==> config.mk <==
export PLATFORM = sky130hd
export DESIGN_NAME = dom_rnd_gen
export DESIGN_NICKNAME = d
export VERILOG_FILES = /design/src/rtl/dom_rnd_gen.sv
export SDC_FILE = /design/constraint.sdc
export NUM_CORES = 1
export LEC_CHECK = 0
export ABC_AREA = 1
export BUFFER_PORTS_ARGS = -buffer_cell sky130_fd_sc_hd__buf_2
export CORE_ASPECT_RATIO = 1.5
export CORE_MARGIN = 10
export CORE_UTILIZATION = 55
export CTS_CLUSTER_SIZE = 28
export DETAILED_ROUTE_END_ITERATION = 10
export GPL_ROUTABILITY_DRIVEN = 1
export PLACE_DENSITY_LB_ADDON = 0.12
export SYNTH_ARGS = -nofsm -noshare
export SYNTH_HDL_FRONTEND = slang
export SYNTH_SLANG_ARGS = --single-unit
==> constraint.sdc <==
create_clock -name clk -period 2.9 [get_ports clk]
set_clock_uncertainty 0.1 [all_clocks]
set_input_delay 0.145 -clock clk [delete_from_list [all_inputs] [get_ports clk]]
set_output_delay 0.145 -clock clk [all_outputs]
set_load 0.03 [all_outputs]
==> src/rtl/dom_rnd_gen.sv <==
// Fresh-randomness source for DOM masked gates: L parallel 32-bit Fibonacci LFSR lanes,
// seeded word by word, warmed up, then stepped once per consumed output. Macro DOM_RND_RESEED_EN adds auto-reseed.
module dom_rnd_gen #(
  parameter int D        = 2,
  parameter int W        = 1,
  parameter int Z        = D * (D - 1) / 2,
  parameter int WARM     = 16,
  parameter int RESEED_N = 1024,
  localparam int RW      = W * Z,
  localparam int L       = (RW + 31) / 32
) (
  input  logic          clk,
  input  logic          rst_n,
  input  logic [31:0]   seed_i,
  input  logic          seed_valid_i,
  output logic          seed_ready_o,
  input  logic          reseed_i,
  output logic [RW-1:0] rnd_o,
  output logic          rnd_valid_o,
  input  logic          rnd_ready_i,
  output logic          reseed_req_o
);

  localparam logic [1:0] ST_SEED = 2'd0;
  localparam logic [1:0] ST_WARM = 2'd1;
  localparam logic [1:0] ST_RUN  = 2'd2;

  localparam int IDX_W = (L > 1) ? $clog2(L) : 1;
  localparam logic [IDX_W-1:0] IDX_LAST = IDX_W'(L - 1);
  localparam logic [IDX_W-1:0] IDX_ONE  = IDX_W'(1);
  localparam logic [IDX_W-1:0] IDX_ZERO = IDX_W'(0);
  localparam logic [7:0]       WARM_LAST = 8'(WARM - 1);

  function automatic logic [31:0] lfsr_step(input logic [31:0] s);
    return {s[30:0], s[31] ^ s[21] ^ s[1] ^ s[0]};
  endfunction

  function automatic logic [L-1:0][31:0] lfsr_step_all(input logic [L-1:0][31:0] v);
    logic [L-1:0][31:0] r;
    for (int i = 0; i < L; i++) begin
      r[i] = lfsr_step(v[i]);
    end
    return r;
  endfunction

  // An all-zero lane would lock the LFSR, so a zero seed word is promoted to 1.
  function automatic logic [31:0] seed_fix(input logic [31:0] s);
    return (s == 32'h0) ? 32'h1 : s;
  endfunction

  logic [1:0]         state_q, state_d;
  logic [IDX_W-1:0]   idx_q, idx_d;
  logic [7:0]         warm_q, warm_d;
  logic [L-1:0][31:0] lane_q, lane_d;
  logic               handshake_s;

  assign handshake_s = (state_q == ST_RUN) && rnd_ready_i;

`ifdef DOM_RND_RESEED_EN
  localparam int CNT_W = $clog2(RESEED_N + 1);
  localparam logic [CNT_W-1:0] CNT_LAST = CNT_W'(RESEED_N - 1);
  localparam logic [CNT_W-1:0] CNT_ONE  = CNT_W'(1);
  localparam logic [CNT_W-1:0] CNT_ZERO = CNT_W'(0);

  logic [CNT_W-1:0] cnt_q, cnt_d;
  logic             auto_reseed_s;

  assign auto_reseed_s = handshake_s && (cnt_q == CNT_LAST);

  // Output counter: cleared whenever the next state is SEED, else counts handshakes.
  always_comb begin
    if (state_d == ST_SEED) begin
      cnt_d = CNT_ZERO;
    end else if (handshake_s) begin
      cnt_d = cnt_q + CNT_ONE;
    end else begin
      cnt_d = cnt_q;
    end
  end

  // Output counter register.
  always_ff @(posedge clk or negedge rst_n) begin
    if (!rst_n) begin
      cnt_q <= CNT_ZERO;
    end else begin
      cnt_q <= cnt_d;
    end
  end
`else
  logic auto_reseed_s;
  assign auto_reseed_s = 1'b0;
`endif

  // Next-state logic for the SEED / WARM / RUN sequencer and the lanes.
  always_comb begin
    state_d = state_q;
    idx_d   = idx_q;
    warm_d  = warm_q;
    lane_d  = lane_q;
    case (state_q)
      ST_SEED: begin
        warm_d = 8'd0;
        if (seed_valid_i) begin
          lane_d[idx_q] = seed_fix(seed_i);
          if (idx_q == IDX_LAST) begin
            state_d = ST_WARM;
            idx_d   = IDX_ZERO;
          end else begin
            idx_d = idx_q + IDX_ONE;
          end
        end else begin
          idx_d = idx_q;
        end
      end
      ST_WARM: begin
        lane_d = lfsr_step_all(lane_q);
        if (warm_q == WARM_LAST) begin
          state_d = ST_RUN;
          warm_d  = 8'd0;
        end else begin
          warm_d = warm_q + 8'd1;
        end
      end
      ST_RUN: begin
        // The step for a handshake still happens when the same cycle leaves RUN.
        if (handshake_s) begin
          lane_d = lfsr_step_all(lane_q);
        end else begin
          lane_d = lane_q;
        end
        if (reseed_i || auto_reseed_s) begin
          state_d = ST_SEED;
          idx_d   = IDX_ZERO;
        end else begin
          state_d = ST_RUN;
        end
      end
      default: begin
        state_d = ST_SEED;
        idx_d   = IDX_ZERO;
        warm_d  = 8'd0;
      end
    endcase
  end

  // State, index, warm counter and lane registers.
  always_ff @(posedge clk or negedge rst_n) begin
    if (!rst_n) begin
      state_q <= ST_SEED;
      idx_q   <= IDX_ZERO;
      warm_q  <= 8'd0;
      lane_q  <= {L{32'h1}};
    end else begin
      state_q <= state_d;
      idx_q   <= idx_d;
      warm_q  <= warm_d;
      lane_q  <= lane_d;
    end
  end

  assign seed_ready_o = (state_q == ST_SEED);
  assign reseed_req_o = (state_q == ST_SEED);
  assign rnd_valid_o  = (state_q == ST_RUN);
  assign rnd_o        = RW'(lane_q);

endmodule

# == Yosys cells after proc, flatten, opt, wreduce, memory -nomap -nowiden ==
# Index checks and enable logic that the tools add are counted.
# op_classes
n_mux,17
n_lt_le_gt_ge,2
n_addsub,2
eq_ne,8
n_reduce_logical,8
n_bitwise,4
# op_table
op,n
$mux W32,4
$pmux W32 S3,1
$bwmux W32,1
$logic_not A32 Y1,1
$pmux W8 S2,1
$reduce_and A3 Y1,3
$add A8 B1 Y8 const B,1
$eq A8 B4 Y1 const B,1
$mux W2,4
$mux W8,1
$ne A2 B2 Y1 const B,4
$pmux W2 S3,1
$mux W1,3
$pmux W1 S3,1
$reduce_bool A3 Y1,1
$xor A1 B1 Y1,3
$eq A2 B1 Y1 const B,1
$eq A2 B2 Y1 const B,1
$logic_and A1 B1 Y1,2
$logic_not A2 Y1,1
$ne A2 B1 Y1 const B,1
$add A1 B1 Y1 const B,1
$ge A1 B1 Y1 const B,1
$lt A1 B1 Y1 const B,1
$not A1 Y1,1
# word_totals
out_inout_bits,4
input_bits,37
reg_bits,43

# == Depth between registers and ports, before layout ==
# Gate-level depths: netlist of run 1.
# logic_depth
depth_word,6
depth_mapped,10
depth_no_buf,10

# == Least setup slack after synthesis of run 1 ==
# OpenSTA, ideal clock, no wires.
# synth_timing
path_type,reg2reg
from,register state_q[0]
to,register lane_q[13] in the netlist's numbering
synth_period_minus_slack_ns,1.967
stages_incl_launch_ff,10
arrival_time_ns,1.748
setup_slack_ns,0.933
cell_sequence,dfrtp_1 > inv_1 > ha_1 > buf_2 > inv_2 > nor2_1 > nor3b_4 > buf_4 > o211ai_1 > o21a_1
# synth_via
elab_chain_len,4
elab_cells_between_ends,9
classes_between,eq/ne: 4; mux: 1; reduce/logical: 4
# synth_rtl
item,line,text
"start, declared",51,"logic [1:0] state_q, state_d;"
"start signal, assigned",154,state_q <= state_d;
$eq A2 B2 Y1 *,--,
net rnd_valid_o,19,"output logic rnd_valid_o,"
$logic_and A1 B1 Y1,57,assign handshake_s = (state_q == ST_RUN) && rnd_ready_i;
$ne A2 B1 Y1 (no line),--,
$reduce_and A3 Y1 (no line),--,
"end signal, assigned",152,lane_q <= {L{32'h1}};
"end signal, assigned",157,lane_q <= lane_d;
"end, declared",54,"logic [L-1:0][31:0] lane_q, lane_d;"
# The timed path passes the listed nets; every way through them passes the cells marked *.
# A chain may end at the register's enable or synchronous reset.

# == Final worst setup path of run 1 ==
# layout_timing
from,register state_q[0]
to,register lane_q[26] in the netlist's numbering
# layout_via
elab_chain_len,4
elab_cells_between_ends,9
classes_between,eq/ne: 4; mux: 1; reduce/logical: 4
# layout_rtl
item,line
$eq A2 B2 Y1,"57, 100"
$logic_and A1 B1 Y1,57
$ne A2 B1 Y1 (no line),--
$reduce_and A3 Y1 (no line),--
# Several ways; a longest one is shown, not always the timed one.

==> flow_metrics.env, run 1 <==
export IMPL_floorplan_die_height_um=100
export IMPL_grt_antenna_before_repair=0
export IMPL_buffer_ports_inserted=40
export IMPL_critical_path_slowest_cell="sky130_fd_sc_hd__nor3b_4"
export IMPL_syn_avg_cell_area_sq_um=7.94
export IMPL_power_switching_fraction_pct=42.7
export IMPL_dp_final_hpwl_um=3470
export IMPL_power_density_cell_area_mw_per_mm2=1190
export IMPL_worst_slew_pin_slew_ns=0.937
export IMPL_initial_util_pct=56.5
export IMPL_nets=375
export IMPL_period_share_pct=79.6
export IMPL_antenna_violating_nets_post_route=0
export IMPL_ioPinCount=41
export IMPL_post_synth_num_cell_types=22
export IMPL_insertion_delay_ns=0.29
export IMPL_worst_setup_path_startpoint="state_q[0]"
export IMPL_first_global_vias=2022
export IMPL_drt_pass1_iterations=4
export IMPL_power_net_switching_w=0.00137
export IMPL_clock_path_buffers=2
export IMPL_timing_final_hold_violations=0
export IMPL_yosys_warnings=0
export IMPL_path_cells="inv_1, ha_1, inv_2, nor2_1, nor3b_4, buf_12, o211ai_1, o21a_1"
export IMPL_clkSinkCount=42
export IMPL_cts_made_buffers=5
export IMPL_global_route_overflow_total=0
export IMPL_tns_ns=0
export IMPL_wire_length_of_the_first_global_routing_pass_um=8230
export IMPL_synth_top_area_share_pct=43.5
export IMPL_cp_arrival_ns=2.40
export IMPL_power_clock_fraction_pct=12.3
export IMPL_drive_above_1_share_pct=16.5
export IMPL_grt_total_usage_pct=13.6
export IMPL_worstSetupStartpointType="register"
export IMPL_worst_slack_ns=0.591
export IMPL_grt_start_max_net_pins=64
export IMPL_path_max_fanout=49
export IMPL_routabilityCongestion=0.806
export IMPL_synthCells=297
export IMPL_avgViaCountPerCell=5.18
export IMPL_synth_sequential_area_ratio_pct=44.6
export IMPL_die_width_um=73.5
export IMPL_synth_area_top_cells="sky130_fd_sc_hd__dfrtp_1 44%, sky130_fd_sc_hd__nand2_1 11%, sky130_fd_sc_hd__o211ai_1 8.6%"
export IMPL_timing_hold_worst_start="seed_i[0]"
export IMPL_synth_net_count=340
export IMPL_synth_area_leader_cell="sky130_fd_sc_hd__dfrtp_1"
export IMPL_irDropWorstVdd_uv=1510
export IMPL_period_minus_slack_ns=2.31
export IMPL_syn_cell_area_sq_mm=0.00236
export IMPL_critPathCaptureType="register"
export IMPL_leakagePower_nw=1.39
export IMPL_cts_htree_levels=2
export IMPL_drc=0
export IMPL_antenna_cells_inserted=0
export IMPL_timing_hold_worst_class="input port to register"
export IMPL_achievable_frequency_mhz=433
export IMPL_worst_endpoint_required_ns=2.99
export IMPL_cts_repair_timing_setup_buffer_count=0
export IMPL_critPathMaxStageDelay_ns=0.53
export IMPL_clk_pin_slew_worst_paths_ns=0.08
export IMPL_critical_path_n_buffers_inverters=3
export IMPL_status="complete, no violations"
export IMPL_ctsRootBufferMaster="sky130_fd_sc_hd__clkbuf_8"
export IMPL_tritoncts="done"
export IMPL_comb_power_share_pct=55.5
export IMPL_detail_route_wl_per_cell_um=12.4
export IMPL_placeableCoreArea_sq_mm=0.00417
export IMPL_max_cap_violations=0
export IMPL_cell_internal_pwr_w=0.00183
export IMPL_timing_final_setup_violations=0
export IMPL_routed_via_count=1963
export IMPL_worst_setup_path_type="register to register"
export IMPL_seq_cells_post_synth=42
export IMPL_syn_to_final_growth_pct=14.0
export IMPL_slew_limit_headroom_pct=37.5
export IMPL_number_of_core_rows=29
export IMPL_drv_slew=0
export IMPL_pre_cts_slack_ns=0.610
export IMPL_detail_route_iter0_violations=37
export IMPL_seq_power_share_pct=32.2
export IMPL_r2r_start="state_q[0]"
export IMPL_rsz_0062_raised_after_global_routing="no"
export IMPL_critical_path_top_delay_family="simple AND/OR/NAND/NOR gates"
export IMPL_postRouteWirelength_um=4690
export IMPL_die_area_sq_mm=0.00736
routing by layer:
metal  global-route usage, %  up-vias  wire length [um]
met2                    25.1       32              2510
met1                    13.9      905              1960
met3                    3.36        5               155
met4                    5.32        0                66
li1                        -     1021                 -
met5                       0        -                 0
kinds of logic (layout without fill, tap and decap cells):
group,after synthesis,in the layout,share of synthesized area (%)
AO/OA/AOI/OAI,73,73,21.3
XOR/XNOR,3,3,1.11
adder cells (fa/ha/maj),6,6,3.18
buffers and inverters,64,100,11.0
flip-flops,42,42,44.6
multiplexers,1,1,0.424
AND/OR/NAND/NOR,108,108,18.4
placed cells by master (no fill, tap or decap), types with 2 or more instances in the layout:
| cell type | synthesis | final |
|---|---|---|
| sky130_fd_sc_hd__nand4_1 | 2 | 2 |
| sky130_fd_sc_hd__nor2_1 | 31 | 31 |
| sky130_fd_sc_hd__clkbuf_8 | 0 | 6 |
| sky130_fd_sc_hd__ha_1 | 6 | 5 |
| sky130_fd_sc_hd__nand2_1 | 69 | 69 |
| sky130_fd_sc_hd__buf_12 | 0 | 2 |
| sky130_fd_sc_hd__o21a_1 | 27 | 27 |
| sky130_fd_sc_hd__dfrtp_1 | 41 | 41 |
| sky130_fd_sc_hd__a21oi_1 | 4 | 4 |
| sky130_fd_sc_hd__o211ai_1 | 27 | 27 |
| sky130_fd_sc_hd__nand3_1 | 3 | 3 |
| sky130_fd_sc_hd__xor2_1 | 3 | 3 |
| sky130_fd_sc_hd__inv_1 | 48 | 48 |
| sky130_fd_sc_hd__o21ai_0 | 14 | 14 |
| sky130_fd_sc_hd__buf_2 | 4 | 40 |
worst min-delay path, delay by kind of cell:
family          cells  cell delay [ns]
simple gates        3             0.14
buf+inv             1             0.09
compound gates      1             0.07
flip-flops by register name, indices dropped and copies added (netlist names):
register  flops
lane_q       32
state_q       2
warm_q        8
per-stage QoR:
| stage | hold WS [ns] | utilization [%] | instance area, sq um | total power [W] | cells |
|---|---|---|---|---|---|
| 5_1_grt | 0.103 | 64.4 | 2690 | 0.00352 | 379 |
| 3_5_place_dp | 0.245 | 61.9 | 2580 | 0.00284 | 370 |
| 3_3_place_gp | 0.246 | 61.9 | 2580 | 0.00279 | 370 |
| 6_report | 0.0770 | 64.4 | 2690 | 0.00320 | 379 |
| 2_1_floorplan | -0.251 | - | 2360 | 0.00248 | 297 |
| 4_1_cts | 0.0665 | 64.4 | 2690 | 0.00324 | 379 |
worst paths after layout:
check                              to  slack [ns]  depth (start not counted)
min reg2reg                lane_q[11]        0.39                          1
min                         lane_q[0]        0.08                          5
max in group asynchronous  lane_q[16]        1.68                          2
min in group asynchronous  lane_q[25]        0.42                          2
max                        lane_q[26]        0.59                          8
max reg2reg                lane_q[26]        0.59                          8
area by class of cell:
type / instances / area, sq um
fill: 368 / 1490
sequential: 42 / 1050
multi-input combinational: 191 / 1050
timing repair buffer: 43 / 250
inverter: 49 / 184
clock buffer: 6 / 82.6
tap: 46 / 57.6
clock inverter: 2 / 12.5
synthesized netlist by cell type (all sizes together):
cell type	n
o21ai	14
nor2	31
xor2	3
nand4	2
a31oi	1
buf	8
dfstp	1
inv	49
ha	6
dfrtp	41
nand3	3
a21oi	4
o211ai	27
o21a	27
clkbuf	7
or2	1
nor3b	1
mux2i	1
nand2	69
nor3	1
timing repair:
action                                 CTS  global route
hold buffers                             1             0
resized for setup                        0             0
endpoints found under the hold margin   41             0
power by group through the flow:
stage          registers, W  clock network [W]  logic, W
4_1_cts             0.00103           0.000405   0.00180
5_1_grt             0.00107           0.000427   0.00203
3_5_place_dp        0.00104                  0   0.00179
6_report            0.00103           0.000393   0.00178
2_1_floorplan       0.00102                  0   0.00146
3_3_place_gp        0.00104                  0   0.00176
No activity file was read; power rests on OpenSTA's default activity.
==> inputs of run 2 (changes only) <==
CORE_UTILIZATION = 50   (was 55)
clock period = 2.02 ns   (was 2.9 ns; I/O delays follow)
==> flow_metrics.env, run 2 (synthesis results as in run 1) <==
export IMPL_insertion_delay_ns=0.29
export IMPL_clock_path_buffers=2
export IMPL_die_width_um=76.1
export IMPL_worst_setup_path_type="register to register"
export IMPL_comb_power_share_pct=55.7
export IMPL_r2r_slack_ns=0.17
export IMPL_power_net_switching_w=0.00196
export IMPL_antenna_violating_nets_post_route=0
export IMPL_timing_final_setup_violations=0
export IMPL_power_switching_fraction_pct=42.5
export IMPL_period_share_pct=91.4
export IMPL_worst_hold_path_endpoint="lane_q[20]"
export IMPL_achievable_frequency_mhz=542
export IMPL_die_area_sq_mm=0.00792
export IMPL_timing_final_hold_violations=0
export IMPL_buffer_ports_inserted=40
export IMPL_tns_ns=0
export IMPL_drt_pass1_iterations=4
export IMPL_first_global_vias=1972
export IMPL_avgViaCountPerCell=4.90
export IMPL_max_cap_violations=0
export IMPL_drive_above_1_share_pct=16.9
export IMPL_worstSetupPathDepth=8
export IMPL_worst_endpoint_required_ns=2.10
export IMPL_placeableCoreArea_sq_mm=0.00454
export IMPL_syn_to_final_growth_pct=15.4
export IMPL_leakagePower_nw=1.40
export IMPL_critical_path_n_buffers_inverters=3
export IMPL_reg2reg_depth=8
export IMPL_worstSetupStartpointType="register"
export IMPL_irDropWorstVdd_uv=845
export IMPL_cp_arrival_ns=1.93
export IMPL_power_w=0.00460
export IMPL_wire_length_of_the_first_global_routing_pass_um=8490
export IMPL_power_density_cell_area_mw_per_mm2=1690
export IMPL_clk_pin_slew_worst_paths_ns=0.07
export IMPL_grt_start_max_net_pins=63
export IMPL_rsz_0062_raised_after_global_routing="no"
export IMPL_cts_htree_levels=2
export IMPL_registers_top_by_ff_count="lane_q"
export IMPL_antenna_cells_inserted=0
export IMPL_cts_repair_timing_setup_buffer_count=0
export IMPL_worst_slack_ns=0.173
export IMPL_nets=379
export IMPL_leading_cell_type_in_the_layout_fill_and_taps_excluded="sky130_fd_sc_hd__nand2_1"
export IMPL_ctsRootBufferMaster="sky130_fd_sc_hd__clkbuf_8"
export IMPL_status="complete, no violations"
export IMPL_timing_hold_worst_class="input port to register"
export IMPL_detail_route_wl_per_cell_um=12.0
export IMPL_ioPinCount=41
export IMPL_routabilityCongestion=0.762
export IMPL_largest_registers_in_the_final_layout="lane_q: 32 flops, warm_q: 8 flops, state_q: 2 flops"
export IMPL_drv_slew=0
export IMPL_detail_route_iter0_violations=70
export IMPL_initial_util_pct=51.9
export IMPL_drc=0
export IMPL_critical_path_top_delay_family="buffers and inverters"
export IMPL_number_of_core_rows=30
export IMPL_mostFrequentLayoutCells="69 x sky130_fd_sc_hd__nand2_1, 48 x sky130_fd_sc_hd__inv_1, 41 x sky130_fd_sc_hd__dfrtp_1, 40 x sky130_fd_sc_hd__buf_2, 31 x sky130_fd_sc_hd__nor2_1"
export IMPL_postRouteWirelength_um=4810
export IMPL_routed_via_count=1965
export IMPL_largest_reg_flops=32
export IMPL_grt_total_usage_pct=12.5
export IMPL_path_max_fanout=62
export IMPL_hold_path_depth=3
export IMPL_cts_made_buffers=5
export IMPL_cell_internal_pwr_w=0.00265
export IMPL_critPathMaxStageDelay_ns=0.37
export IMPL_timing_hold_worst_start="seed_i[20]"
export IMPL_grt_antenna_before_repair=0
export IMPL_tritoncts="done"
export IMPL_slew_limit_headroom_pct=64.4
export IMPL_path_cells="inv_1, ha_1, inv_2, nor2_1, nor3b_4, buf_12, o211ai_1, o21a_1"
export IMPL_pre_cts_slack_ns=0.170
export IMPL_dp_final_hpwl_um=3690
export IMPL_r2r_end="lane_q[8]"
export IMPL_global_route_overflow_total=0
export IMPL_r2r_start="state_q[0]"
export IMPL_floorplan_die_height_um=104
export IMPL_power_clock_fraction_pct=12.0
export IMPL_period_minus_slack_ns=1.85
export IMPL_worst_slew_pin_slew_ns=0.534
export IMPL_clkSinkCount=42
export IMPL_critical_path_slowest_cell="sky130_fd_sc_hd__dfrtp_1"
export IMPL_critPathCaptureType="register"
export IMPL_seq_power_share_pct=32.3
-- run 2: cell types whose count changed in the layout (fill, tap and decap cells not counted) --
cell	change
sky130_fd_sc_hd__buf_12	-1
sky130_fd_sc_hd__clkinv_2	-1
sky130_fd_sc_hd__clkbuf_1	+2
sky130_fd_sc_hd__clkinvlp_4	-1
sky130_fd_sc_hd__buf_4	+5
-- run 2: final cells by class --
type | count | area, sq um
well taps | 64 | 80.1
multi-input cells | 191 | 1050
fillers | 455 | 1820
repair buffers | 47 | 268
inverters | 49 | 184
clock buffers | 8 | 90.1
flip-flops and latches | 42 | 1050
-- run 2: power groups by stage --
stage | sequential (W) | combinational (W) | clock [W]
global placement | 0.00150 | 0.00253 | 0
floorplan | 0.00146 | 0.00210 | 0
CTS | 0.00149 | 0.00260 | 0.000570
finish | 0.00149 | 0.00256 | 0.000552
global route | 0.00154 | 0.00290 | 0.000607
detailed placement | 0.00151 | 0.00258 | 0
-- run 2: repair_timing --
action	in CTS	in global routing
endpoints found under the hold margin	41	0
hold buffers	1	0
gates resized for setup	0	0
-- run 2: worst max path at each step --
stage | start | to | slack (ns)
after floorplan | state_q[0] | lane_q[13] | 0.05
after global placement | state_q[0] | lane_q[16] | 0.22
after detailed placement | state_q[0] | lane_q[8] | 0.17
after CTS | state_q[0] | lane_q[8] | 0.15
after global routing | state_q[0] | lane_q[5] | 0.03
final | state_q[0] | lane_q[8] | 0.17
-- run 2: worst min-delay path, delay by kind of cell --
| kind | cells | cell delay (ns) |
|---|---|---|
| AOI/OAI and AO/OA | 1 | 0.14 |
| buffers and inverters | 1 | 0.08 |
| muxes | 1 | 0.05 |
-- run 2: metal layers --
| layer | global-route usage (%) | vias to the layer above | part of all wire, % |
|---|---|---|---|
| met3 | 3.89 | 6 | 4.3 |
| met4 | 4.00 | 0 | 1.4 |
| met5 | 0 | - | 0 |
| met2 | 22.1 | 29 | 51 |
| li1 | - | 1029 | - |
| met1 | 13.7 | 901 | 43 |
-- run 2: stage by stage --
| stage | std cells | hold WS, ns | utilization [%] | instance area, sq um |
|---|---|---|---|---|
| global placement | 392 | 0.110 | 57.7 | 2620 |
| floorplan | 297 | -0.295 | - | 2360 |
| detailed placement | 392 | 0.105 | 57.7 | 2620 |
| CTS | 401 | 0.0223 | 59.9 | 2720 |
| finish | 401 | 0.0258 | 59.9 | 2720 |
| global route | 401 | 0.0618 | 59.9 | 2720 |
==> inputs of run 3 (changes only) <==
PLACE_DENSITY_LB_ADDON = 0.3   (was 0.12)
==> flow_metrics.env, run 3 (synthesis results as in run 1) <==
export IMPL_antenna_violating_nets_post_route=0
export IMPL_path_cells="inv_1, ha_1, inv_2, nor2_1, nor3b_4, buf_12, o211ai_1, o21a_1"
export IMPL_reg2reg_depth=8
export IMPL_grt_antenna_before_repair=0
export IMPL_period_share_pct=91.4
export IMPL_power_density_cell_area_mw_per_mm2=1710
export IMPL_grt_total_usage_pct=12.8
export IMPL_max_cap_violations=0
export IMPL_leakagePower_nw=1.41
export IMPL_routabilityCongestion=0.768
export IMPL_clk_pin_slew_worst_paths_ns=0.08
export IMPL_die_area_sq_mm=0.00792
export IMPL_drive_above_1_share_pct=17.0
export IMPL_nets=378
export IMPL_number_of_core_rows=30
export IMPL_grt_start_max_net_pins=63
export IMPL_mostFrequentLayoutCells="69 x sky130_fd_sc_hd__nand2_1, 48 x sky130_fd_sc_hd__inv_1, 41 x sky130_fd_sc_hd__dfrtp_1, 40 x sky130_fd_sc_hd__buf_2, 31 x sky130_fd_sc_hd__nor2_1"
export IMPL_comb_power_share_pct=56.4
export IMPL_power_net_switching_w=0.00196
export IMPL_timing_hold_worst_class="input port to register"
export IMPL_detail_route_iter0_violations=65
export IMPL_multi_input_comb_area_sq_mm=0.00105
export IMPL_irDropWorstVdd_uv=772
export IMPL_cp_arrival_ns=1.93
export IMPL_critPathCaptureType="register"
export IMPL_antenna_cells_inserted=0
export IMPL_cts_hold_buffers=1
export IMPL_tns_ns=0
export IMPL_insertion_delay_ns=0.29
export IMPL_rsz_0062_raised_after_global_routing="no"
export IMPL_routed_via_count=1976
export IMPL_detail_route_wl_per_cell_um=11.9
export IMPL_leading_cell_type_in_the_layout_fill_and_taps_excluded="sky130_fd_sc_hd__nand2_1"
export IMPL_first_global_vias=2073
export IMPL_number_of_fill_cells_in_the_layout=455
export IMPL_drc=0
export IMPL_critical_path_n_buffers_inverters=3
export IMPL_die_width_um=76.1
export IMPL_cell_internal_pwr_w=0.00273
export IMPL_worst_endpoint_required_ns=2.10
export IMPL_cts_resized_gates=0
export IMPL_buffer_ports_inserted=40
export IMPL_timing_final_hold_violations=0
export IMPL_largest_reg_flops=32
export IMPL_syn_to_final_growth_pct=16.2
export IMPL_cts_repair_timing_setup_buffer_count=0
export IMPL_wire_length_of_the_first_global_routing_pass_um=8740
export IMPL_critPathMaxStageDelay_ns=0.37
export IMPL_worstSetupStartpointType="register"
export IMPL_critical_path_top_delay_family="buffers and inverters"
export IMPL_hold_path_depth=3
export IMPL_placeableCoreArea_sq_mm=0.00454
export IMPL_worst_slack_ns=0.173
export IMPL_avgViaCountPerCell=4.94
export IMPL_postRouteWirelength_um=4760
export IMPL_largest_registers_in_the_final_layout="lane_q: 32 flops, warm_q: 8 flops, state_q: 2 flops"
export IMPL_timing_final_setup_violations=0
export IMPL_achievable_frequency_mhz=541
export IMPL_dp_final_hpwl_um=3600
export IMPL_pre_cts_slack_ns=0.172
export IMPL_finalHoldWorstSlack_ns=0.0320
export IMPL_worstSetupPathDepth=8
export IMPL_cts_htree_levels=2
export IMPL_seq_power_share_pct=31.6
export IMPL_dpl_cells=391
export IMPL_worst_slew_pin_slew_ns=0.537
export IMPL_clkSinkCount=42
export IMPL_floorplan_die_height_um=104
export IMPL_ctsRootBufferMaster="sky130_fd_sc_hd__clkbuf_8"
export IMPL_global_route_overflow_total=0
export IMPL_worst_setup_path_type="register to register"
export IMPL_cts_made_buffers=5
export IMPL_drt_pass1_iterations=4
export IMPL_ioPinCount=41
export IMPL_clock_path_buffers=2
export IMPL_critical_path_slowest_cell="sky130_fd_sc_hd__dfrtp_1"
export IMPL_registers_top_by_ff_count="lane_q"
export IMPL_power_switching_fraction_pct=41.8
export IMPL_final_instance_count_excl_fill=400
export IMPL_register_area_sq_mm=0.00105
export IMPL_tritoncts="done"
export IMPL_slew_limit_headroom_pct=64.2
export IMPL_path_max_fanout=62
export IMPL_period_minus_slack_ns=1.85
export IMPL_drv_slew=0
export IMPL_initial_util_pct=51.9
export IMPL_power_clock_fraction_pct=11.9
export IMPL_status="complete, no violations"
-- run 3: power by group through the flow --
stage / logic [W] / registers (W) / clock network [W]
3_3_place_gp: 0.00261 / 0.00149 / 0
5_1_grt: 0.00305 / 0.00154 / 0.000618
3_5_place_dp: 0.00268 / 0.00150 / 0
2_1_floorplan: 0.00210 / 0.00146 / 0
6_report: 0.00265 / 0.00148 / 0.000559
4_1_cts: 0.00269 / 0.00149 / 0.000580
-- run 3: routing by layer --
layer  wire length (um)  GRT usage [%]  vias to the layer above
met5                  0              0                        -
met4                 72           4.93                        0
met3                188           3.11                        6
met2               2420           23.5                       38
met1               2070           13.5                      904
li1                   -              -                     1028
-- run 3: worst paths after layout --
check | to | slack, ns | startpoint
min in group asynchronous | warm_q[6] | 0.30 | rst_n
worst max-delay path | lane_q[23] | 0.17 | state_q[0]
worst min-delay path | lane_q[20] | 0.03 | seed_i[20]
max in group asynchronous | lane_q[0] | 1.14 | rst_n
worst min register to register | lane_q[20] | 0.39 | lane_q[20]
worst max register to register | lane_q[23] | 0.17 | state_q[0]
-- run 3: through the flow --
stage                     instance area (sq um)  total power (W)  util [%]
after floorplan                            2360          0.00357         -
after global placement                     2640          0.00409      58.1
after detailed placement                   2640          0.00418      58.1
after CTS                                  2740          0.00476      60.4
after global routing                       2740          0.00521      60.4
final                                      2740          0.00469      60.4
-- run 3: cell type report --
cell class	count	share of cell area (%)
Sequential cell	42	38.4
Clock inverter	1	0.183
Tap cell	64	2.92
Multi-Input combinational cell	191	38.2
Inverter	49	6.71
Timing Repair Buffer	46	10.4
Clock buffer	7	3.15
-- run 3: worst min-delay path, stage by stage --
cell and delay (ns):
sky130_fd_sc_hd__buf_2 0.09, sky130_fd_sc_hd__mux2i_1 0.06, sky130_fd_sc_hd__o21ai_0 0.14
